`src/rtl/arbiter4.sv`:
```
// arbiter4: four-way round-robin arbiter with a per-grant time quantum.
//
// Shares one mux4 channel among requesters A..D (indices 0..3). It produces a
// registered one-hot grant and the matching 2-bit mux4 control code.
//
// Ports:
//   clk    - single clock; all state updates on the rising edge
//   reset  - synchronous, active-high reset
//   req    - request vector; bit i high while requester i wants the channel
//   grant  - registered one-hot grant, all-zero when idle
//   sel    - registered mux4 control, index of the granted requester;
//            holds its last value while idle so the mux output stays stable
//   busy   - high while any grant bit is high
//
// Parameter:
//   QUANTUM - max consecutive cycles a holder keeps the grant while another
//             requester waits (1..255)

module arbiter4 #(
    parameter int unsigned QUANTUM = 4
) (
    input  logic       clk,
    input  logic       reset,
    input  logic [3:0] req,
    output logic [3:0] grant,
    output logic [1:0] sel,
    output logic       busy
);

    typedef enum logic [0:0] {StIdle, StGrant} state_e;

    localparam logic [7:0] CntMax = 8'(QUANTUM - 1);

    state_e     state_q;
    logic [1:0] owner_q;
    logic [1:0] ptr_q;
    logic [7:0] cnt_q;

    // {found, index} results of the two round-robin searches
    logic [2:0] idle_pick;
    logic [2:0] other_pick;

    // First set bit of r in the order s, s+1, s+2, s+3 (mod 4).
    // Scanning from the far end lets the nearest hit overwrite later ones.
    function automatic logic [2:0] rr_search(input logic [3:0] r, input logic [1:0] s);
        logic [2:0] res;
        logic [1:0] idx;
        res = 3'b000;
        for (int i = 3; i >= 0; i--) begin
            idx = s + 2'(i);
            if (r[idx]) begin
                res = {1'b1, idx};
            end
        end
        return res;
    endfunction

    always_comb begin
        idle_pick  = rr_search(req, ptr_q);
        // Exclude the current owner; search starts just past it.
        other_pick = rr_search(req & ~(4'b0001 << owner_q), owner_q + 2'd1);
    end

    always_ff @(posedge clk) begin
        if (reset) begin
            state_q <= StIdle;
            owner_q <= 2'd0;
            ptr_q   <= 2'd0;
            cnt_q   <= 8'd0;
            grant   <= 4'b0000;
            sel     <= 2'd0;
            busy    <= 1'b0;
        end else begin
            unique case (state_q)
                StIdle: begin
                    if (idle_pick[2]) begin
                        state_q <= StGrant;
                        owner_q <= idle_pick[1:0];
                        cnt_q   <= 8'd0;
                        grant   <= 4'b0001 << idle_pick[1:0];
                        sel     <= idle_pick[1:0];
                        busy    <= 1'b1;
                    end
                end
                StGrant: begin
                    if (!req[owner_q]) begin
                        // Release: hand off without a bubble, or go idle.
                        ptr_q <= owner_q + 2'd1;
                        cnt_q <= 8'd0;
                        if (other_pick[2]) begin
                            owner_q <= other_pick[1:0];
                            grant   <= 4'b0001 << other_pick[1:0];
                            sel     <= other_pick[1:0];
                        end else begin
                            state_q <= StIdle;
                            grant   <= 4'b0000;
                            busy    <= 1'b0;
                        end
                    end else if (cnt_q == CntMax) begin
                        // Quantum spent: preempt if anyone else waits,
                        // otherwise the owner simply starts a new quantum.
                        cnt_q <= 8'd0;
                        if (other_pick[2]) begin
                            ptr_q   <= owner_q + 2'd1;
                            owner_q <= other_pick[1:0];
                            grant   <= 4'b0001 << other_pick[1:0];
                            sel     <= other_pick[1:0];
                        end
                    end else begin
                        cnt_q <= cnt_q + 8'd1;
                    end
                end
                default: begin
                    state_q <= StIdle;
                    grant   <= 4'b0000;
                    busy    <= 1'b0;
                end
            endcase
        end
    end

endmodule

```
`config.mk`:
```
export PLATFORM = sky130hd
export DESIGN_NAME = arbiter4
export DESIGN_NICKNAME = d
export VERILOG_FILES = /design/src/rtl/arbiter4.sv
export SDC_FILE = /design/constraint.sdc
export NUM_CORES = 1
export LEC_CHECK = 0
export ABC_AREA = 1
export CORE_ASPECT_RATIO = 0.75
export CORE_MARGIN = 3
export CORE_UTILIZATION = 62
export DETAILED_ROUTE_END_ITERATION = 10
export PLACE_DENSITY = 0.84
export SYNTH_ARGS = -nofsm -noshare
export SYNTH_HDL_FRONTEND = slang
export SYNTH_SLANG_ARGS = --single-unit
```
`constraint.sdc`:
```
create_clock -name clk -period 3.8 [get_ports clk]
set_clock_uncertainty 0.1 [all_clocks]
set_input_delay 0.57 -clock clk [delete_from_list [all_inputs] [get_ports clk]]
set_output_delay 0.57 -clock clk [all_outputs]
set_load 0.01 [all_outputs]
```
==> flow_results.xml, run 1 <==
<?xml version="1.0" encoding="UTF-8"?>
<metrics>
  <group name="power">
    <metric name="ir_worst_vdd" unit="mV">0.5531</metric>
    <metric name="cellPowerDensity" unit="mW/mm2">750.9</metric>
    <metric name="power.static_leakage" unit="nW">0.8102</metric>
  </group>
  <group name="timing">
    <metric name="setup_viol_count_final" unit="">0</metric>
    <metric name="fmaxAchievable" unit="MHz">450.6</metric>
    <metric name="period_share" unit="">0.5840</metric>
    <metric name="min_period" unit="ns">2.219</metric>
    <metric name="drv_slew" unit="">0</metric>
    <metric name="total_count_of_hold_check_failures_in_the_final_report" unit="">0</metric>
    <metric name="actual_transition_at_the_worst_max_transition_pin" unit="ns">0.3787</metric>
    <metric name="rsz0062_at_grt" unit="">false</metric>
    <metric name="final.setup.worst_slack" unit="ns">1.581</metric>
    <metric name="setup_total_negative_slack" unit="ns">0</metric>
    <metric name="timing.max_slew.rel_slack" unit="">0.7472</metric>
  </group>
  <group name="global_routing">
    <metric name="grt_antenna_before_repair" unit="">0</metric>
    <metric name="grt_start_max_net_pins" unit="">16</metric>
    <metric name="global_route.usage.total" unit="">0.2408</metric>
    <metric name="grt_overflow" unit="">0</metric>
    <metric name="first_global_vias" unit="">1346</metric>
    <metric name="grt_first_pass_wirelength" unit="mm">6.065</metric>
  </group>
  <group name="logic_synthesis">
    <metric name="synth.largest_area_cell" unit="">dfxtp_1</metric>
    <metric name="synthesis.yosys.warnings" unit="">0</metric>
    <metric name="synth_largest_type_area_fraction" unit="">0.2400</metric>
    <metric name="syn_area_per_cell" unit="um2">6.557</metric>
    <metric name="ys_top_cells_by_area" unit="">dfxtp_1, nand2_1, nand3_1, nor2_1, inv_1</metric>
    <metric name="syn-cell-area" unit="mm2">0.001501</metric>
    <metric name="synthesis.instances" unit="">229</metric>
    <metric name="syn-num-nets" unit="">240</metric>
    <metric name="netlist-cell-type-count" unit="">32</metric>
    <metric name="ys_seq_elements" unit="">18</metric>
    <metric name="sequential_share_of_the_synthesized_area" unit="">0.2400</metric>
  </group>
  <group name="clock_tree">
    <metric name="max-clock-path-buffers" unit="">2</metric>
    <metric name="post_cts_setup_inserts" unit="">0</metric>
    <metric name="path_clk_slew" unit="ns">0.10</metric>
    <metric name="cts_hold_repair.buffers" unit="">0</metric>
    <metric name="clkSinkCount" unit="">18</metric>
    <metric name="cts_root_cell" unit="">clkbuf_4</metric>
    <metric name="tritoncts" unit="">yes</metric>
    <metric name="clk_latency" unit="ns">0.29</metric>
    <metric name="htree_num_levels" unit="">1</metric>
    <metric name="cts_buffers" unit="">3</metric>
    <metric name="cts.repair.resized" unit="">0</metric>
  </group>
  <group name="critical_path">
    <metric name="cp_slowest_cell" unit="">ha_1</metric>
    <metric name="worstPathBufferInverterCount" unit="">3</metric>
    <metric name="worstSetupPathType" unit="">flop to flop</metric>
    <metric name="startpoint_type" unit="">flop</metric>
    <metric name="critical_path_cell_count" unit="">14</metric>
    <metric name="most_used_cell_along_the_critical_path" unit="">nand2_1</metric>
    <metric name="critPathLaunch" unit="">sel[0]$_SDFFE_PP0P_</metric>
    <metric name="r2r-end" unit="">grant[3]$_SDFFE_PP0P_</metric>
    <metric name="cp-end-kind" unit="">flop</metric>
    <metric name="crit_path_cell_trace" unit="">buf_4 &gt; inv_2 &gt; ha_1 &gt; inv_1 &gt; nand2_1 &gt; nand2_1 &gt; nand3_2 &gt; nand2_1 &gt; nand2_1 &gt; nand2_1 &gt; nand2_2 &gt; nor2_1 &gt; nor2_1 &gt; nor2_1</metric>
    <metric name="timing.critical_path.max_delay_family" unit="">simple AND/OR/NAND/NOR gates</metric>
    <metric name="critical_path_arrival" unit="ns">2.36</metric>
    <metric name="setup.reg_to_reg.worst_slack" unit="ns">1.58</metric>
    <metric name="timing.critical_path.fanout_max" unit="">15</metric>
    <metric name="crit_end" unit="">grant[3]$_SDFFE_PP0P_</metric>
    <metric name="timing.critical_path.slowest_cell_delay" unit="ns">0.40</metric>
    <metric name="r2r_cells" unit="">14</metric>
    <metric name="cp.required" unit="ns">3.94</metric>
    <metric name="worst_r2r_startpoint" unit="">sel[0]$_SDFFE_PP0P_</metric>
  </group>
  <group name="floorplan">
    <metric name="pin_count" unit="">13</metric>
    <metric name="coreArea" unit="mm2">0.002155</metric>
    <metric name="rows" unit="">14</metric>
    <metric name="chipHeight" unit="um">48.62</metric>
    <metric name="die_width" unit="um">62.83</metric>
    <metric name="initial_core_util" unit="">0.6969</metric>
    <metric name="dieArea" unit="mm2">0.003054</metric>
  </group>
  <group name="finish">
    <metric name="layout_common_cells" unit="">nand2_1, nor2_1, inv_1, nand3_1, dfxtp_1</metric>
    <metric name="area_of_the_multi_input_gates" unit="mm2">0.001002</metric>
    <metric name="postLayoutCellArea" unit="mm2">0.001675</metric>
    <metric name="area.growth.synth_to_final" unit="%">11.58</metric>
    <metric name="final-seq-area" unit="um2">360.3</metric>
    <metric name="most_common_library_cell_in_the_layout_ignoring_fill_and_taps" unit="">nand2_1</metric>
    <metric name="finished_layout_cells" unit="">275</metric>
    <metric name="antenna_cells" unit="">0</metric>
    <metric name="n_fill_cell" unit="">179</metric>
    <metric name="share_of_post_route_cells_with_drive_strength_above_1" unit="">0.1687</metric>
    <metric name="layout.nets" unit="">255</metric>
  </group>
  <group name="flow_run">
    <metric name="max_cap_viol_count" unit="">0</metric>
  </group>
  <group name="outcome">
    <metric name="status" unit="">finished clean</metric>
  </group>
  <group name="detailed_routing">
    <metric name="detail_route.first_pass.iterations" unit="">4</metric>
    <metric name="drc_errors" unit="">0</metric>
    <metric name="route.antenna.remaining_nets" unit="">0</metric>
    <metric name="drt_wl_total" unit="mm">3.505</metric>
    <metric name="dr.first_iter.drc_count" unit="">130</metric>
    <metric name="wire_per_inst" unit="um">12.75</metric>
    <metric name="dr_total_vias" unit="">1491</metric>
    <metric name="vias_per_cell" unit="">5.422</metric>
  </group>
  <group name="placed_design">
    <metric name="port-buffer-count" unit="">12</metric>
    <metric name="dpl-instance-area" unit="mm2">0.001639</metric>
    <metric name="setup_ws_pre_cts" unit="ns">1.388</metric>
    <metric name="place.detailed.hpwl" unit="mm">2.833</metric>
    <metric name="place.detailed.instances" unit="">271</metric>
    <metric name="gp_routability_congestion" unit="">0.9116</metric>
  </group>
  <group name="hold_path">
    <metric name="timing.hold.worst.class" unit="">flop to flop</metric>
    <metric name="hold_path_depth" unit="">2</metric>
  </group>
</metrics>
## registers in the layout (all words and copies together), names as in the netlist
name	count
cnt_q	8
ptr_q	2
state_q	1
sel	2
grant	4
busy	1
## where the power goes
part / total [mW] / switching [mW] / leakage [nW] / internal [mW]
Clock: 0.118 / 0.0596 / 0.0210 / 0.0584
Combinational: 0.852 / 0.546 / 0.642 / 0.306
Sequential: 0.288 / 0.0562 / 0.147 / 0.232
## worst min path at each step
stage | startpoint | end | slack, ns
after CTS | busy$_SDFFE_PP0P_ | busy$_SDFFE_PP0P_ | 0.39
after global routing | busy$_SDFFE_PP0P_ | busy$_SDFFE_PP0P_ | 0.44
after global placement | busy$_SDFFE_PP0P_ | busy$_SDFFE_PP0P_ | 0.36
final | busy$_SDFFE_PP0P_ | busy$_SDFFE_PP0P_ | 0.39
after detailed placement | busy$_SDFFE_PP0P_ | busy$_SDFFE_PP0P_ | 0.37
after floorplan | cnt_q[1]$_SDFFE_PP0P_ | cnt_q[1]$_SDFFE_PP0P_ | 0.35
## metrics by stage
stage / hold slack [ns] / util / power [mW]
after floorplan: 0.3501 / - / 0.9464
after global placement: 0.3615 / 0.7607 / 1.093
after detailed placement: 0.3749 / 0.7607 / 1.126
after CTS: 0.3942 / 0.7776 / 1.247
after global routing: 0.4370 / 0.7776 / 1.380
final: 0.3940 / 0.7776 / 1.258
## kinds of logic (layout without fill, tap and decap cells)
logic type / count (synthesis) / after routing / share of synthesized area
flip-flops: 18 / 18 / 0.2400
AND/OR/NAND/NOR: 145 / 145 / 0.4858
AO/OA/AOI/OAI: 24 / 24 / 0.1050
buffers and inverters: 31 / 45 / 0.09250
XOR/XNOR: 6 / 6 / 0.03500
adder cells (fa/ha/maj): 5 / 5 / 0.04167
## Yosys cell counts, drive strengths merged
cell	count
xnor2	2
o2bb2ai	1
and2	1
clkinv	2
a21oi	9
nor2	29
nand3	25
nand3b	3
ha	5
nor3	2
a31oi	1
buf	3
nand4	5
and3	1
xor2	4
dfxtp	18
o21ai	13
nand2	79
inv	26
## routing by layer
layer	GRT usage	part of all wire	routed length [um]	up-vias
met5	0	0	0	-
met4	0.02930	0.0040	14	0
met3	0.08102	0.085	299	2
met2	0.3504	0.42	1474	62
met1	0.3506	0.49	1717	664
li1	-	-	-	763
## worst register-to-register path, stage by stage (launching register included)
cell     delay (ns)
dfxtp_1        0.33
buf_4          0.23
inv_2          0.14
ha_1           0.41
inv_1          0.20
nand2_1        0.10
nand2_1        0.08
nand3_2        0.07
nand2_1        0.06
nand2_1        0.07
nand2_1        0.08
nand2_2        0.07
nor2_1         0.10
nor2_1         0.05
nor2_1         0.07
## layout make-up
cell class,instances,share of cell area
Multi-Input combinational cell,180,0.5982
Sequential cell,18,0.2151
Timing Repair Buffer,13,0.07618
Inverter,28,0.06497
Tap cell,32,0.02390
Clock buffer,4,0.02166
Note: power is estimated with default switching activity, not from simulation.
==> run 2, diff against run 1 <==
--- a/config.mk
+++ b/config.mk
@@ -8,9 +8,9 @@
 export ABC_AREA = 1
 export CORE_ASPECT_RATIO = 0.75
 export CORE_MARGIN = 3
-export CORE_UTILIZATION = 62
+export CORE_UTILIZATION = 52
 export DETAILED_ROUTE_END_ITERATION = 10
-export PLACE_DENSITY = 0.84
+export PLACE_DENSITY = 0.75
 export SYNTH_ARGS = -nofsm -noshare
 export SYNTH_HDL_FRONTEND = slang
 export SYNTH_SLANG_ARGS = --single-unit
==> constraint.sdc (replaced) <==
create_clock -name clk -period 1.96 [get_ports clk]
set_clock_uncertainty 0.1 [all_clocks]
set_input_delay 0.294 -clock clk [delete_from_list [all_inputs] [get_ports clk]]
set_output_delay 0.294 -clock clk [all_outputs]
set_load 0.01 [all_outputs]
==> run 2 against run 1 <==
Net effect:
- routed wire length down 2.4%
- largest cell class unchanged
- flip-flop and latch count unchanged
- combinational power up 120%
- critical path type unchanged
- critical path depth down 2
- global-route usage down 2.5 points
- clock power rose to 2.6 times the previous value
- design area up 12%
- register-to-register slack worse by 1.5 ns
- fmax up 21%
- sequential power up 83%
- power up 120%
- via count up 0.60%
- critical endpoint is now grant[0]$_SDFFE_PP0P_
==> flow_results.xml, run 2 (same netlist as run 1, synthesis figures left out) <==
<?xml version="1.0" encoding="UTF-8"?>
<metrics>
  <group name="outcome">
    <metric name="status" unit="">finished clean</metric>
  </group>
  <group name="placed_design">
    <metric name="port-buffer-count" unit="">12</metric>
    <metric name="place.detailed.instances" unit="">291</metric>
    <metric name="setup_ws_pre_cts" unit="ns">-0.1983</metric>
    <metric name="gp_routability_congestion" unit="">0.8793</metric>
    <metric name="place.detailed.hpwl" unit="mm">2.632</metric>
  </group>
  <group name="clock_tree">
    <metric name="cts_hold_repair.buffers" unit="">0</metric>
    <metric name="max-clock-path-buffers" unit="">2</metric>
    <metric name="tritoncts" unit="">yes</metric>
    <metric name="path_clk_slew" unit="ns">0.07</metric>
    <metric name="clk_latency" unit="ns">0.26</metric>
    <metric name="clkSinkCount" unit="">18</metric>
    <metric name="htree_num_levels" unit="">1</metric>
    <metric name="cts_buffers" unit="">3</metric>
    <metric name="cts_root_cell" unit="">clkbuf_8</metric>
  </group>
  <group name="critical_path">
    <metric name="critical_path_arrival" unit="ns">1.94</metric>
    <metric name="r2r_cells" unit="">12</metric>
    <metric name="timing.critical_path.fanout_max" unit="">4</metric>
    <metric name="crit_end" unit="">grant[0]$_SDFFE_PP0P_</metric>
    <metric name="startpoint_type" unit="">flop</metric>
    <metric name="cp.required" unit="ns">2.06</metric>
    <metric name="worst_r2r_startpoint" unit="">sel[0]$_SDFFE_PP0P_</metric>
    <metric name="critPathLaunch" unit="">sel[0]$_SDFFE_PP0P_</metric>
    <metric name="cp-end-kind" unit="">flop</metric>
    <metric name="setup.reg_to_reg.worst_slack" unit="ns">0.12</metric>
    <metric name="r2r-end" unit="">grant[0]$_SDFFE_PP0P_</metric>
    <metric name="worstSetupPathType" unit="">flop to flop</metric>
  </group>
  <group name="timing">
    <metric name="drv_slew" unit="">0</metric>
    <metric name="min_period" unit="ns">1.840</metric>
    <metric name="actual_transition_at_the_worst_max_transition_pin" unit="ns">0.3111</metric>
    <metric name="final.setup.worst_slack" unit="ns">0.1197</metric>
    <metric name="rsz0062_at_grt" unit="">true</metric>
    <metric name="total_count_of_hold_check_failures_in_the_final_report" unit="">0</metric>
    <metric name="period_share" unit="">0.9389</metric>
    <metric name="timing.max_slew.rel_slack" unit="">0.7913</metric>
    <metric name="setup_viol_count_final" unit="">0</metric>
    <metric name="fmaxAchievable" unit="MHz">543.4</metric>
    <metric name="whs" unit="ns">0.3975</metric>
  </group>
  <group name="detailed_routing">
    <metric name="detail_route.first_pass.iterations" unit="">5</metric>
    <metric name="dr.first_iter.drc_count" unit="">111</metric>
    <metric name="vias_per_cell" unit="">5.034</metric>
    <metric name="drc_errors" unit="">0</metric>
    <metric name="wire_per_inst" unit="um">11.48</metric>
    <metric name="drt_wl_total" unit="mm">3.422</metric>
    <metric name="route.antenna.remaining_nets" unit="">0</metric>
    <metric name="dr_total_vias" unit="">1500</metric>
  </group>
  <group name="floorplan">
    <metric name="initial_core_util" unit="">0.5597</metric>
    <metric name="coreArea" unit="mm2">0.002683</metric>
    <metric name="chipHeight" unit="um">52.54</metric>
    <metric name="dieArea" unit="mm2">0.003575</metric>
    <metric name="die_width" unit="um">68.05</metric>
    <metric name="rows" unit="">16</metric>
    <metric name="pin_count" unit="">13</metric>
  </group>
  <group name="global_routing">
    <metric name="grt_antenna_before_repair" unit="">0</metric>
    <metric name="grt_first_pass_wirelength" unit="mm">5.871</metric>
    <metric name="global_route.usage.total" unit="">0.2162</metric>
    <metric name="first_global_vias" unit="">1276</metric>
    <metric name="grt_start_max_net_pins" unit="">12</metric>
    <metric name="grt_overflow" unit="">0</metric>
  </group>
  <group name="power">
    <metric name="cellPowerDensity" unit="mW/mm2">1458</metric>
    <metric name="power.static_leakage" unit="nW">0.9444</metric>
    <metric name="ir_worst_vdd" unit="mV">0.9218</metric>
  </group>
  <group name="finish">
    <metric name="top_register" unit="">cnt_q</metric>
    <metric name="most_common_library_cell_in_the_layout_ignoring_fill_and_taps" unit="">nand2_1</metric>
    <metric name="share_of_post_route_cells_with_drive_strength_above_1" unit="">0.2481</metric>
    <metric name="layout.nets" unit="">274</metric>
    <metric name="finish.utilization" unit="">0.6978</metric>
    <metric name="area.growth.synth_to_final" unit="%">24.67</metric>
    <metric name="finished_layout_cells" unit="">298</metric>
    <metric name="n_fill_cell" unit="">241</metric>
    <metric name="largest_register_ff_count" unit="">8</metric>
    <metric name="largestRegisters" unit="">cnt_q x8, grant x4</metric>
    <metric name="antenna_cells" unit="">0</metric>
    <metric name="layout_common_cells" unit="">nand2_1, nor2_1, nand3_1, inv_1, buf_4</metric>
  </group>
  <group name="flow_run">
    <metric name="max_cap_viol_count" unit="">0</metric>
  </group>
  <group name="hold_path">
    <metric name="hold_path.startpoint" unit="">busy$_SDFFE_PP0P_</metric>
    <metric name="timing.hold.worst.class" unit="">flop to flop</metric>
  </group>
</metrics>
==> run 2: per-stage QoR <==
stage / instance area (um2) / setup TNS [ns] / total power, mW
after floorplan: 1501 / 0 / 1.835
after global placement: 1764 / -1.284 / 2.310
after detailed placement: 1764 / -1.551 / 2.329
after CTS: 1819 / 0 / 2.642
after global routing: 1872 / -0.04094 / 2.997
final: 1872 / 0 / 2.729
==> run 2: how the worst min path moves through the flow <==
stage | to | cells after the start | slack [ns]
2_1_floorplan | busy$_SDFFE_PP0P_ | 1 | 0.26
3_3_place_gp | busy$_SDFFE_PP0P_ | 2 | 0.37
3_5_place_dp | busy$_SDFFE_PP0P_ | 2 | 0.38
4_1_cts | busy$_SDFFE_PP0P_ | 2 | 0.39
5_1_grt | cnt_q[1]$_SDFFE_PP0P_ | 2 | 0.44
6_report | busy$_SDFFE_PP0P_ | 2 | 0.40
==> run 2: metal layers <==
| metal | share of wire | track usage |
|---|---|---|
| met5 | 0 | 0 |
| met2 | 0.39 | 0.2848 |
| met4 | 0.0050 | 0.03960 |
| met1 | 0.56 | 0.3442 |
| met3 | 0.043 | 0.05365 |
==> run 2: area by class of cell <==
type                       count  area, um2  share of cell area
inverter                      28      108.9             0.05815
timing repair buffer          32      284.0              0.1517
tap                           36      45.04             0.02406
multi-input combinational    180       1017              0.5435
clock buffer                   4      55.05             0.02941
sequential                    18      361.6              0.1932
==> run 2: critical path, stage by stage, from the launching register on <==
cell and delay [ns]:
dfxtp_1 0.32, buf_4 0.15, ha_1 0.19, nand3b_1 0.15
nand2_1 0.12, nand2_1 0.11, nand3_2 0.09, nand2_1 0.05
nand2_1 0.07, nand3_1 0.12, nor2_1 0.17, nor2_1 0.06
nor2_1 0.07
==> run 2: power by group <==
group          switching [mW]  internal [mW]
clock network           0.129          0.179
registers              0.0757          0.451
logic                    1.10          0.792
==> run 2: what timing repair did <==
item	CTS	global route
endpoints found under the setup margin	0	10
setup buffers	0	3
resized for setup	0	11
